==> src/rtl/stack_arbiter.sv <==
// Round-robin arbiter/sequencer sharing one push-down stack between NREQ
// requesters. One transaction in flight; outputs are registered from state.
module stack_arbiter #(
  parameter int DATAWIDTH = 8,
  parameter int NREQ      = 4,
  parameter int PTRW      = 2
) (
  input  logic                      Clk,
  input  logic                      Rst,
  input  logic [NREQ-1:0]           req,
  input  logic [NREQ-1:0]           op,
  input  logic [NREQ*DATAWIDTH-1:0] wdata,
  output logic [NREQ-1:0]           ack,
  output logic                      err,
  output logic [DATAWIDTH-1:0]      rdata,
  output logic                      busy,
  output logic                      stk_en,
  output logic                      stk_pushpop,
  output logic [DATAWIDTH-1:0]      stk_wdata,
  input  logic [DATAWIDTH-1:0]      stk_rdata,
  input  logic                      stk_empty,
  input  logic                      stk_full
);

  typedef enum logic [2:0] {IDLE, PUSH, POP_RD, POP_UPD, DONE} state_t;

  state_t                 state;
  logic [PTRW-1:0]        ptr;
  logic [PTRW-1:0]        gnt;
  logic                   found;
  logic [PTRW-1:0]        win;
  logic                   win_op;
  logic [DATAWIDTH-1:0]   win_data;
  logic [DATAWIDTH-1:0]   lane_wdata [NREQ];

  // Split the flat push-data bus into one word per requester.
  for (genvar i = 0; i < NREQ; i++) begin : g_lane
    assign lane_wdata[i] = wdata[i*DATAWIDTH +: DATAWIDTH];
  end

  function automatic logic [NREQ-1:0] onehot(input logic [PTRW-1:0] i);
    onehot    = '0;
    onehot[i] = 1'b1;
  endfunction

  // Pointer moves just past the requester that was served.
  function automatic logic [PTRW-1:0] next_ptr(input logic [PTRW-1:0] i);
    next_ptr = (int'(i) == NREQ - 1) ? '0 : i + 1'b1;
  endfunction

  // Round-robin search: first set req at or above ptr, wrapping at NREQ.
  always_comb begin
    logic [PTRW-1:0] cand;
    found = 1'b0;
    win   = '0;
    cand  = '0;
    for (int k = 0; k < NREQ; k++) begin
      cand = PTRW'((int'(ptr) + k) % NREQ);
      if (!found && req[cand]) begin
        found = 1'b1;
        win   = cand;
      end
    end
  end

  assign win_op   = op[win];
  assign win_data = lane_wdata[win];

  // Sequencer FSM; every output is a register updated on the state transition.
  always_ff @(posedge Clk or posedge Rst) begin
    if (Rst) begin
      state       <= IDLE;
      ptr         <= '0;
      gnt         <= '0;
      ack         <= '0;
      err         <= 1'b0;
      rdata       <= '0;
      busy        <= 1'b0;
      stk_en      <= 1'b0;
      stk_pushpop <= 1'b0;
      stk_wdata   <= '0;
    end else begin
      case (state)
        IDLE: begin
          if (found) begin
            gnt  <= win;
            busy <= 1'b1;
            // Flags are only trusted here: nothing else drives the stack.
            if (win_op ? stk_full : stk_empty) begin
              state <= DONE;
              ack   <= onehot(win);
              err   <= 1'b1;
              ptr   <= next_ptr(win);
            end else if (win_op) begin
              state       <= PUSH;
              stk_en      <= 1'b1;
              stk_pushpop <= 1'b0;
              stk_wdata   <= win_data;
            end else begin
              state       <= POP_RD;
              stk_en      <= 1'b0;
              stk_pushpop <= 1'b1;
            end
          end
        end
        PUSH: begin
          state     <= DONE;
          stk_en    <= 1'b0;
          stk_wdata <= '0;
          ack       <= onehot(gnt);
          err       <= 1'b0;
          ptr       <= next_ptr(gnt);
        end
        POP_RD: begin
          // pushpop=1 has the stack presenting top-1, i.e. the word to pop.
          rdata  <= stk_rdata;
          state  <= POP_UPD;
          stk_en <= 1'b1;
        end
        POP_UPD: begin
          state       <= DONE;
          stk_en      <= 1'b0;
          stk_pushpop <= 1'b0;
          ack         <= onehot(gnt);
          err         <= 1'b0;
          ptr         <= next_ptr(gnt);
        end
        DONE: begin
          state <= IDLE;
          ack   <= '0;
          err   <= 1'b0;
          busy  <= 1'b0;
        end
        default: begin
          state       <= IDLE;
          ack         <= '0;
          err         <= 1'b0;
          busy        <= 1'b0;
          stk_en      <= 1'b0;
          stk_pushpop <= 1'b0;
          stk_wdata   <= '0;
        end
      endcase
    end
  end

endmodule
==> config.mk <==
export PLATFORM = sky130hd
export DESIGN_NAME = stack_arbiter
export DESIGN_NICKNAME = d
export VERILOG_FILES = /design/src/rtl/stack_arbiter.sv
export SDC_FILE = /design/constraint.sdc
export NUM_CORES = 1
export LEC_CHECK = 0
export ABC_AREA = 1
export CORE_ASPECT_RATIO = 0.9
export CORE_MARGIN = 4
export CORE_UTILIZATION = 25
export DETAILED_ROUTE_END_ITERATION = 8
export GPL_TIMING_DRIVEN = 0
export PLACE_DENSITY = 0.53
export SYNTH_ARGS = -nofsm -noshare
export SYNTH_HDL_FRONTEND = slang
export SYNTH_SLANG_ARGS = --single-unit
==> constraint.sdc <==
create_clock -name Clk -period 1.9 [get_ports Clk]
set_clock_uncertainty 0.15 [all_clocks]
set_input_delay 0.38 -clock Clk [delete_from_list [all_inputs] [get_ports Clk]]
set_output_delay 0.38 -clock Clk [all_outputs]
set_load 0.02 [all_outputs]
==> results of run 1 <==
-- registers in the layout, indices dropped and copies added (netlist names) --
register	count
gnt	2
rdata	8
stk_wdata	8
stk_pushpop	1
stk_en	1
ptr	2
state	3
busy	1
ack	4
err	1
-- cells in the final DEF (no fill, tap or decap), types with 4 or more instances in the layout --
cell type / synthesis / layout
clkdlybuf4s50_1: 0 / 71
buf_4: 2 / 15
nand3_2: 8 / 6
a22o_1: 4 / 4
nand2_2: 13 / 14
o21ai_0: 4 / 4
dfrtp_1: 31 / 29
clkbuf_8: 0 / 6
inv_2: 4 / 6
buf_8: 0 / 4
nand2_4: 6 / 20
ha_1: 8 / 6
o21ai_1: 8 / 8
inv_1: 25 / 19
nand2_1: 109 / 94
a21oi_1: 8 / 6
nand4_1: 11 / 11
buf_6: 3 / 4
nor2_1: 20 / 18
nand3_1: 13 / 11
mux2_2: 8 / 8
nand3_4: 5 / 9
dlygate4sd2_1: 0 / 4
-- per-stage QoR --
stage | setup WS (ps) | std cells
final | -423 | 532
after CTS | -377 | 529
after floorplan | -157 | 305
after global routing | -538 | 532
after detailed placement | -751 | 502
after global placement | -727 | 502
-- cell families after synthesis --
logic type	after synthesis
AND/OR/NAND/NOR	191
buffers and inverters	41
flip-flops	31
AO/OA/AOI/OAI	25
multiplexers	9
adder cells (fa/ha/maj)	8
-- worst paths after layout --
path	startpoint	to
worst max-delay path	ptr[0]	stk_wdata[7]
worst min-delay path	Rst	rdata[0]
worst max register to register	ptr[0]	stk_wdata[7]
worst min register to register	stk_wdata[6]	stk_wdata[6]
max in group asynchronous	Rst	ptr[1]
min in group Clk	stk_wdata[6]	stk_wdata[6]
-- what timing repair did --
item	4_1_cts	5_1_grt
pin swaps	13	4
buffers inserted	16	1
gates cloned	3	1
endpoints found under the setup margin	21	30
resized for setup	46	22
-- report_power, final --
group	switching [mW]	total (mW)	leakage, nW	internal, mW
sequential	0.213	1.18	0.388	0.962
combinational	3.64	6.54	1.39	2.90
clock	0.261	0.685	0.0612	0.424
total	4.11	8.40	1.84	4.29
-- synth_stat cells, drive strengths merged (4+ instances only) --
cell     n
nand2  128
dfrtp   31
inv     30
nand3   26
nor2    22
nand4   13
o21ai   12
buf     10
a21oi    8
ha       8
mux2     8
a22o     4
-- worst reg2reg max path: cells and delay by family (launching register included) --
kind | cells | cell delay, ps
simple gates | 12 | 1090
flops | 1 | 480
buf+inv | 2 | 240
compound gates | 1 | 240
-- metal layers --
metal / global-route usage (%) / vias up / wire, um
met4: 4.79 / 0 / 106
met3: 2.47 / 7 / 406
met1: 17.1 / 1046 / 3160
li1: - / 1188 / -
met5: 0 / - / 0
met2: 20.7 / 61 / 3160
-- cell type report --
| class | count | area, sq um |
|---|---|---|
| clock buffers | 6 | 82.6 |
| repair buffers | 95 | 961 |
| multi-input cells | 233 | 1540 |
| flip-flops and latches | 31 | 778 |
| plain buffers | 10 | 108 |
| clock inverters | 2 | 35.0 |
| fillers | 932 | 5270 |
| well taps | 122 | 153 |
| repair inverters | 2 | 12.5 |
| inverters | 31 | 144 |
==> flow_metrics.py, run 1 <==
metrics = {
    "die": {
        "initial_core_util_pct": 25.6,
        "ios": 76,
        "rows": 33,
        "die_height_um": 99.4,
        "die-area_sq_um": 10900,
        "die_w_um": 110,
        "coreArea_sq_um": 9080,
    },
    "sta": {
        "worst_slew_pin_slew_ps": 533,
        "holdWs_ps": 232,
        "min_period_over_period_pct": 122,
        "fin_ws_ps": -423,
        "min_period_ps": 2320,
        "slew_violations": 0,
        "rsz0062_at_grt": "yes",
        "hold_viol": 0,
        "max_freq_mhz": 430,
        "relSlewSlack_pct": 64.2,
        "tns_ps": -7490,
        "setup_viol_count_final": 23,
    },
    "clock_network": {
        "clock-sinks": 31,
        "cts_hold_buf": 0,
        "clk_latency_ps": 290,
        "cts_buffers": 5,
        "cts_tree": "built",
        "cts.path.max_buffers": 2,
        "cts.reportedPaths.clkPinSlew_ps": 70,
        "root_buffer": "clkbuf_8",
        "cts_htree_levels": 2,
    },
    "pwr": {
        "p_leak_nw": 1.84,
        "power_mw": 8.40,
        "ir_drop_v": 0.000742,
        "powerDensity_nw_per_um2": 2200,
    },
    "outcome": {
        "status": "complete, but fails checks",
        "violations": "negative setup slack",
    },
    "global_routing": {
        "grt_max_degree": 32,
        "grt_pass1_vias": 2320,
        "grt_pass1_wl_um": 11100,
        "overflow": 0,
        "grtUsageTotal_pct": 12.9,
        "antenna_found_initial": 0,
    },
    "route": {
        "antenna_left": 0,
        "routed_via_density": 4.33,
        "drtPass1Iterations": 4,
        "avgRoutedWirePerCell_um": 12.8,
        "wirelength_um": 6830,
        "drc": 0,
        "vias": 2302,
        "drtIter0Drc": 51,
    },
    "flow_run": {
        "drv_cap": 0,
    },
    "setup_path": {
        "cp_max_fo": 8,
        "startpoint_type": "register",
        "critPathCaptureType": "register",
        "worstSetupPathType": "register to register",
        "r2r_cells": 15,
        "crit_arrival_ps": 2360,
        "crit_cells": 15,
        "crit_required_ps": 1930,
        "r2r_setup_slack_ps": -420,
        "path_common_cell": "nand2_4",
        "slowest_stage": "dfrtp_2",
        "crit_family": "simple AND/OR/NAND/NOR gates",
        "path_cells": "buf_8 > nand2_4 > nand2_4 > o21ai_0 > nand3_2 > nand3_2 > nand2_4 > clkinv_8 > nand3_4 > nand2_4 > nand2_4 > nand3_4 > nand3_4 > nand2_1 > nand2_1",
        "crit_buf_inv": 2,
        "slowest_delay_ps": 480,
    },
    "yosys": {
        "synth_top_area_cell": "dfrtp_1",
        "async_reset_ff_share_pct": 100,
        "synth.distinct_cells": 30,
        "synth.top_cell.area_share_pct": 33.4,
        "syn_avg_cell_area_sq_um": 7.61,
        "synth_edf_count": 0,
        "yosys.area_share.simple_pct": 43.4,
        "synth_top_family_by_area": "simple AND/OR/NAND/NOR gates",
        "synth_fa_ha_area_share_pct": 4.31,
        "syn-cell-area_sq_um": 2320,
        "synth_nets": 365,
        "yosysSeqAreaShare_pct": 33.4,
        "synth_compound_gate_area_share_pct": 6.09,
        "yosysWarningCount": 0,
        "synthCells": 305,
        "synthTopCellsByArea": "dfrtp_1, nand2_1, ha_1",
        "synth_xor_xnor_area_share_pct": 0,
        "ys_ff_latch": 31,
        "synth_mux_area_share_pct": 4.31,
        "ys.flop_type": "dfrtp_1",
    },
    "finish": {
        "diodes": 0,
        "drive_above_1_share_pct": 29.5,
        "fin_util_pct": 41.9,
        "final_area_sq_um": 3810,
        "fin_nets": 469,
        "area_growth_syn_to_layout_pct": 64.2,
    },
    "place": {
        "postPlaceCellArea_sq_um": 3250,
        "io_buffers": 75,
        "place_congestion": 0.832,
        "hpwl_um": 5010,
    },
    "min_path": {
        "hp-class": "primary input to asynchronous set/reset pin",
    },
}
Note: power is estimated with default switching activity, not from simulation.
==> run 2: changes to the inputs <==
- CORE_UTILIZATION: 25 -> 42
- HOLD_SLACK_MARGIN: not set -> 0.15
- PLACE_DENSITY: 0.53 -> 0.79
==> flow_metrics.py, run 2 (synthesized netlist as in run 1, its figures left out) <==
metrics = {
    "finish": {
        "regArea_sq_um": 777,
        "diodes": 0,
        "largest_registers": "rdata: 8 flops, stk_wdata: 8 flops, ack: 4 flops",
        "layout_common_cells": "nand2_1, clkdlybuf4s50_1, dfrtp_1",
        "multi_input_area_sq_um": 1660,
        "drive_above_1_share_pct": 34.7,
        "fill_cells": 362,
        "area_growth_syn_to_layout_pct": 70.3,
        "fin_nets": 477,
        "final_common_cell": "nand2_1",
    },
    "clock_network": {
        "cts_buffers": 5,
        "clock-sinks": 31,
        "cts_hold_buf": 0,
        "clk_latency_ps": 300,
        "cts_htree_levels": 2,
        "cts_tree": "built",
        "root_buffer": "clkbuf_8",
        "cts.reportedPaths.clkPinSlew_ps": 70,
        "cts.path.max_buffers": 2,
    },
    "setup_path": {
        "path_cells": "buf_6 > inv_8 > nand2_2 > nand3_4 > nand2_4 > nor2_8 > nand3_4 > nand3_4 > clkinv_4 > buf_8 > buf_4 > a21oi_1 > nor2_1 > nand4_1 > nand2_1",
        "r2r_cells": 15,
        "startpoint": "ptr[0]",
        "cp-endpoint": "stk_wdata[1]",
        "path_common_cell": "nand3_4",
        "r2r_start": "ptr[0]",
        "rr_endpoint": "stk_wdata[1]",
        "crit_arrival_ps": 2460,
        "cp_max_fo": 9,
        "slowest_stage": "dfrtp_1",
        "slowest_delay_ps": 400,
        "crit_required_ps": 1940,
        "startpoint_type": "register",
        "r2r_setup_slack_ps": -510,
        "worstSetupPathType": "register to register",
        "critPathCaptureType": "register",
    },
    "pwr": {
        "p_int_mw": 4.53,
        "seqPwrFrac_pct": 12.6,
        "combinationalPowerShare_pct": 79.8,
        "p_sw_mw": 4.60,
        "p_clk_share_pct": 7.6,
        "ir_drop_v": 0.00143,
        "p_leak_nw": 1.91,
        "powerDensity_nw_per_um2": 2310,
        "switching_share_pct": 50.4,
    },
    "sta": {
        "fin_ws_ps": -514,
        "min_period_over_period_pct": 127,
        "relSlewSlack_pct": 61.9,
        "max_freq_mhz": 414,
        "rsz0062_at_grt": "yes",
        "min_period_ps": 2410,
        "worst_slew_pin_slew_ps": 571,
        "holdWs_ps": 293,
        "tns_ps": -8310,
        "slew_violations": 0,
        "hold_viol": 0,
        "setup_viol_count_final": 22,
    },
    "global_routing": {
        "grt_pass1_wl_um": 10700,
        "antenna_found_initial": 0,
        "grtUsageTotal_pct": 19.8,
        "grt_max_degree": 32,
        "overflow": 0,
        "grt_pass1_vias": 2326,
    },
    "route": {
        "drtIter0Drc": 177,
        "vias": 2549,
        "routed_via_density": 5.26,
        "avgRoutedWirePerCell_um": 16.4,
        "drtPass1Iterations": 4,
        "wirelength_um": 7960,
        "drc": 0,
        "antenna_left": 0,
    },
    "place": {
        "place_congestion": 0.834,
        "io_buffers": 75,
        "hpwl_um": 4810,
    },
    "die": {
        "initial_core_util_pct": 43.6,
        "coreArea_sq_um": 5320,
        "ios": 76,
        "die_w_um": 86.4,
        "rows": 25,
        "die_height_um": 78.5,
        "die-area_sq_um": 6780,
    },
    "outcome": {
        "violations": "negative setup slack",
        "status": "complete, but fails checks",
    },
    "min_path": {
        "hp-class": "primary input to asynchronous set/reset pin",
    },
    "flow_run": {
        "drv_cap": 0,
    },
}
[run 2: cell count changes in the layout (fill, tap and decap cells not counted), moves of 3 or more]
cell / before / now
o21ai_0: 4 / 0
buf_4: 15 / 21
nand2_1: 94 / 86
buf_6: 4 / 9
ha_4: 0 / 3
nand2_2: 14 / 20
nand3_4: 9 / 12
dlygate4sd2_1: 4 / 0
[run 2: worst max-delay path, delay by kind of cell, from the launching register on]
kind / cells / cell delay [ps]
AO/OA/AOI/OAI: 1 / 160
buffers and inverters: 5 / 630
AND/OR/NAND/NOR: 9 / 930
flip-flops: 1 / 400
[run 2: power groups by stage]
stage / clock [mW] / sequential (mW) / combinational, mW
4_1_cts: 0.685 / 1.14 / 5.72
6_report: 0.698 / 1.15 / 7.29
5_1_grt: 0.731 / 1.19 / 7.84
2_1_floorplan: 0 / 1.37 / 3.54
3_3_place_gp: 0 / 1.13 / 4.96
3_5_place_dp: 0 / 1.15 / 5.08
[run 2: worst min path at each step]
stage,start,end,slack [ps]
2_1_floorplan,state[2],busy,320
3_3_place_gp,stk_wdata[5],stk_wdata[5],310
3_5_place_dp,stk_wdata[2],stk_wdata[2],310
4_1_cts,stk_wdata[2],stk_wdata[2],330
5_1_grt,Rst,rdata[3],340
6_report,Rst,stk_wdata[2],290
[run 2: final cells by class]
cell class                 count  area share (%)
buffer                        10            2.37
clock buffer                   6            2.09
clock inverter                 2           0.886
inverter                      31            3.89
multi-input combinational    233            42.0
sequential                    31            19.7
tap                           67            2.12
timing repair buffer         105            27.0
[run 2: timing repair]
item                       CTS  global route
hold endpoints to repair     0             0
gates resized for setup     26            78
setup endpoints to repair   21            29
buffers inserted            11            16
pin swaps                   11            24
cloned                       1             1
[run 2: stage by stage]
stage                     instances  cell area, sq um  total power, mW  worst slack (ps)  util (%)
final                           485              3950             9.14              -514      74.3
after CTS                       467              3480             7.54              -383      65.4
after global placement          447              3180             6.10              -680      59.9
after floorplan                 305              2350             4.91              -157         -
after detailed placement        447              3180             6.22              -752      59.9
after global routing            485              3950             9.75              -598      74.3
[run 2: layer usage]
layer	up-vias	share of wire, %	GRT usage, %
li1	1207	-	-
met1	1189	41	25.9
met2	132	48	31.8
met4	0	2.7	7.32
met3	21	8.8	4.51
met5	-	0	0
